$ cat config.mk
export PLATFORM = sky130hd
export DESIGN_NAME = instr_mem_bridge
export DESIGN_NICKNAME = d
export VERILOG_FILES = /design/src/rtl/instr_mem_bridge.sv
export SDC_FILE = /design/constraint.sdc
export NUM_CORES = 1
export LEC_CHECK = 0
export CORE_MARGIN = 2
export CORE_UTILIZATION = 21
export CTS_CLUSTER_DIAMETER = 60
export DETAILED_ROUTE_END_ITERATION = 8
export MAX_ROUTING_LAYER = met4
export PLACE_DENSITY = 0.83
export SYNTH_ARGS = -nofsm -noshare
export SYNTH_HDL_FRONTEND = slang
export SYNTH_SLANG_ARGS = --single-unit
$ cat constraint.sdc
create_clock -name clk -period 3.8 [get_ports clk]
set_clock_uncertainty 0.05 [all_clocks]
set_input_delay 0.57 -clock clk [delete_from_list [all_inputs] [get_ports clk]]
set_output_delay 0.57 -clock clk [all_outputs]
set_load 0.01 [all_outputs]
$ cat src/rtl/instr_mem_bridge.sv
// instr_mem_bridge: connects an instruction-fetch request/grant port to a
// single-ported instruction SRAM. Requests are held for a configurable
// minimum number of cycles, then granted when the SRAM arbiter allows it.
// Addresses outside the SRAM window are granted immediately once eligible
// and answered with a bus error instead of an SRAM access. One response is
// returned the cycle after each grant, and a new grant may issue in that
// same cycle.
module instr_mem_bridge #(
    parameter logic [31:0] ADDR_BASE   = 32'h0000_0000,
    parameter int unsigned MEM_WORDS   = 16384,
    parameter int unsigned WAIT_CYCLES = 0
) (
    input  logic                         clk,
    input  logic                         reset_n,
    input  logic                         instr_req,
    input  logic [31:0]                  instr_addr,
    output logic                         instr_gnt,
    output logic [31:0]                  instr_rdata,
    output logic                         instr_err,
    output logic                         instr_valid,
    output logic                         mem_ce,
    output logic [$clog2(MEM_WORDS)-1:0] mem_addr,
    input  logic [31:0]                  mem_rdata,
    input  logic                         mem_busy
);

    localparam int unsigned AW         = $clog2(MEM_WORDS);
    localparam logic [2:0]  WAIT_LIMIT = 3'(WAIT_CYCLES);

    typedef enum logic [1:0] {
        ST_IDLE  = 2'd0,
        ST_WAIT  = 2'd1,
        ST_GRANT = 2'd2
    } state_t;

    state_t      r_state;
    state_t      w_state_next;
    logic [2:0]  r_wait_cnt;
    logic [2:0]  w_wait_cnt_next;
    logic        r_rsp_pend;
    logic        r_rsp_err;
    logic        w_in_range;
    logic        w_eligible;
    logic        w_gnt;

    // Window check done in 33 bits so a window ending at 4 GiB does not wrap.
    function automatic logic addr_in_window(input logic [31:0] addr);
        logic [32:0] a_ext;
        logic [32:0] lo_ext;
        logic [32:0] hi_ext;
        a_ext  = {1'b0, addr};
        lo_ext = {1'b0, ADDR_BASE};
        hi_ext = lo_ext + (33'(MEM_WORDS) << 2'd2);
        return (a_ext >= lo_ext) && (a_ext < hi_ext);
    endfunction

    assign w_in_range = addr_in_window(instr_addr);

    // Byte offset into the window, byte lanes dropped, truncated to SRAM depth.
    assign mem_addr = AW'((instr_addr - ADDR_BASE) >> 3'd2);

    // Grant decision: hold time served, then SRAM free or no SRAM needed.
    always_comb begin
        w_eligible = 1'b0;
        w_gnt      = 1'b0;
        if (reset_n && instr_req && (r_wait_cnt == WAIT_LIMIT)) begin
            w_eligible = 1'b1;
        end else begin
            w_eligible = 1'b0;
        end
        if (w_eligible && (!w_in_range || !mem_busy)) begin
            w_gnt = 1'b1;
        end else begin
            w_gnt = 1'b0;
        end
    end

    // Hold counter and request-tracking state transitions.
    always_comb begin
        w_state_next    = r_state;
        w_wait_cnt_next = r_wait_cnt;
        if (!instr_req || w_gnt) begin
            w_wait_cnt_next = 3'd0;
        end else if (r_wait_cnt != WAIT_LIMIT) begin
            w_wait_cnt_next = r_wait_cnt + 3'd1;
        end else begin
            w_wait_cnt_next = r_wait_cnt;
        end
        case (r_state)
            ST_IDLE: begin
                if (instr_req && !w_gnt) begin
                    w_state_next = ST_WAIT;
                end else begin
                    w_state_next = ST_IDLE;
                end
            end
            ST_WAIT: begin
                if (!instr_req || w_gnt) begin
                    w_state_next = ST_IDLE;
                end else if (w_wait_cnt_next == WAIT_LIMIT) begin
                    w_state_next = ST_GRANT;
                end else begin
                    w_state_next = ST_WAIT;
                end
            end
            ST_GRANT: begin
                if (!instr_req || w_gnt) begin
                    w_state_next = ST_IDLE;
                end else begin
                    w_state_next = ST_GRANT;
                end
            end
            default: begin
                w_state_next = ST_IDLE;
            end
        endcase
    end

    // State and hold-counter registers.
    always_ff @(posedge clk or negedge reset_n) begin
        if (!reset_n) begin
            r_state    <= ST_IDLE;
            r_wait_cnt <= 3'd0;
        end else begin
            r_state    <= w_state_next;
            r_wait_cnt <= w_wait_cnt_next;
        end
    end

    // One response slot: set by each grant, retired the following cycle.
    always_ff @(posedge clk or negedge reset_n) begin
        if (!reset_n) begin
            r_rsp_pend <= 1'b0;
            r_rsp_err  <= 1'b0;
        end else begin
            r_rsp_pend <= w_gnt;
            r_rsp_err  <= w_gnt & ~w_in_range;
        end
    end

    assign instr_gnt   = w_gnt;
    assign mem_ce      = w_gnt & w_in_range;
    assign instr_valid = r_rsp_pend;
    assign instr_err   = r_rsp_pend & r_rsp_err;
    assign instr_rdata = (r_rsp_pend && !r_rsp_err) ? mem_rdata : 32'h0000_0000;

endmodule

==> results_dict.tcl <==
set metrics [dict create \
    status "finished, final reports clean" \
    root_buffer "clkbuf_4" \
    synth_area_leaders "and2_1, dfrtp_1, buf_4" \
    gp_congestion 0.651 \
    hold_slack_ps 507 \
    clkTransAtPathRegs_ps 50 \
    grt_max_degree 33 \
    cts_buffers 3 \
    p_per_area_nw_per_um2 154 \
    port_buffers 87 \
    post_cts_buffers 0 \
    max_cap_violations 0 \
    synth_simple_gate_area_share_pct 49.5 \
    syn_area_um2 617 \
    fillers 259 \
    seq_area_um2 125 \
    dieArea_um2 3390 \
    ys_warn_count 0 \
    ys_types 18 \
    grt_setup_unrepaired "no" \
    grt_util_all_layers_pct 13.3 \
    power.total_uw 223 \
    antenna_found_initial 0 \
    multi_input_area_um2 368 \
    ys_seq_area_share_pct 20.3 \
    relSlewSlack_pct 80.4 \
    die_h_um 58.2 \
    fp-row-count 19 \
    min_path_type "input port to async pin" \
    wl_per_cell_um 11.6 \
    clk_path_buf_depth 2 \
    synthFlopType "dfrtp_1" \
    setup.worst_path.end_class "output port" \
    vdd_ir_drop_max_mv 0.161 \
    drcViolationCount 0 \
    routed_wl_mm 2.14 \
    synth_top_family_by_area "simple AND/OR/NAND/NOR gates" \
    worstSetupPathType "input port to output port" \
    pin_count 118 \
    firstDrtPassIters 2 \
    cts_num_sinks 5 \
    place.detailed.hpwl_mm 1.90 \
    start_util_pct 22.2 \
    synthCells 78 \
    p_leak_nw 0.568 \
    syn2layout_area_growth_pct 134 \
    drive_above_1_share_pct 4.58 \
    via_per_inst 4.29 \
    grt-ovfl-total 0 \
    tns_ps 0 \
    worstMarginPinSlew_ps 294 \
    finalSetupViolCount 0 \
    synth_top_area_share_pct 33.5 \
    synth_area_per_cell_um2 7.91 \
    grt_pass1_vias 707 \
    ctsResizeCount 0 \
    drt_iter0_markers 21 \
    core_area_um2 2780 \
    synthXorXnorAreaFrac_pct 1.42 \
    finalCriticalPeriod_ps 2930 \
    finalHoldViolCount 0 \
    synth_top_area_cell "and2_1" \
    die_w_um 58.2 \
    synth-seq-cells 5 \
    min_period_over_period_pct 77.2 \
    grt_pass1_wl_mm 3.24 \
    insertion_delay_ps 250 \
    critPathArrivalTime_ps 2310 \
    synthMuxAreaShare_pct 3.25 \
    async_flop_share_pct 100 \
    ant_nets 0 \
    synth_common_cells "and2_1, buf_4, dfrtp_1" \
    vias 789 \
    max_freq_ghz 0.341 \
    yosysMostFrequentCell "and2_1" \
    syn-num-nets 148 \
    synth-edff-count 0 \
    synth_compound_area_share_pct 1.42 \
    worstPathMaxFanout 3 \
    cp.required_ps 3180 \
    cp-start-kind "input port" \
    diodes 0 \
    nets 224 \
    htreeDepth 1 \
    final-max-slew-violation-count 0 \
    cts-hold-fix-buffers 0 \
    tritoncts "done" \
    synth_fa_ha_area_share_pct 4.06 \
    dp_slack_ps 850 \
    fin_ws_ps 865 \
]
critical path, cell delays in order:
cell             delay, ps
clkdlybuf4s50_1        410
nor4_1                 270
and4_1                 280
nor3b_1                210
clkdlybuf4s50_1        570
through the flow:
step                area (um2)  utilization [%]  std cells
CTS                       1440             51.9        184
floorplan                  617                -         78
finish                    1440             51.9        184
global placement          1420             51.0        180
detailed placement        1420             51.0        180
global route              1440             51.9        184
where the power goes:
group          total (mW)  switching [mW]  internal [mW]
Clock              0.0628          0.0230         0.0398
Sequential         0.0551        0.000582         0.0546
Combinational       0.105          0.0280         0.0767
cell families (layout without fill, tap and decap cells):
logic type	count (synthesis)	count (layout)
AND/OR/NAND/NOR	48	48
buffers and inverters	19	94
flip-flops	5	5
adder cells (fa/ha/maj)	2	2
multiplexers	2	2
AO/OA/AOI/OAI	1	1
XOR/XNOR	1	1
metal layers:
layer | part of all wire, % | global-route usage (%)
met3 | 16 | 6.47
met2 | 53 | 23.2
met1 | 28 | 11.2
met4 | 2.5 | 8.31
met5 | 0 | -
registers in the layout (all words and copies together), names as in the netlist:
signal	flops
r_wait_cnt	3
instr_valid	1
r_rsp_err	1
final cells by class:
class	instances	share of cell area (%)
tap	31	2.69
clock buffer	4	1.82
multi-input combinational	54	25.5
timing repair buffer	88	60.8
inverter	2	0.520
sequential	5	8.67
cells in the final DEF, fill, tap and decap left out:
master | Yosys | final
clkdlybuf4s50_1 | 0 | 87
and2_1 | 33 | 33
dfrtp_1 | 5 | 5
nor2b_1 | 3 | 3
nor4_1 | 3 | 3
nor2_1 | 3 | 3
clkbuf_4 | 0 | 3
inv_1 | 2 | 2
mux2i_1 | 2 | 2
ha_1 | 2 | 2
nor4_2 | 1 | 1
and4_1 | 1 | 1
nand3_1 | 1 | 1
a21oi_2 | 1 | 1
nor3b_1 | 1 | 1
nor3b_2 | 1 | 1
xnor2_1 | 1 | 1
nand2_1 | 1 | 1
clkbuf_1 | 3 | 1
buf_4 | 14 | 1
final timing paths:
kind / start / end / cells past startpoint / slack [ps]
min in group clk: r_wait_cnt[2]$_DFFE_PN0P_ / r_wait_cnt[2]$_DFFE_PN0P_ / 2 / 540
worst max register to register: r_wait_cnt[0]$_DFFE_PN0P_ / r_wait_cnt[1]$_DFFE_PN0P_ / 6 / 2230
worst min register to register: r_wait_cnt[2]$_DFFE_PN0P_ / r_wait_cnt[2]$_DFFE_PN0P_ / 2 / 540
max in group asynchronous: reset_n / r_wait_cnt[0]$_DFFE_PN0P_ / 1 / 2980
worst min-delay path: reset_n / r_wait_cnt[2]$_DFFE_PN0P_ / 1 / 510
worst max-delay path: instr_addr[23] / mem_ce / 5 / 870
(Power assumes the default switching activity.)
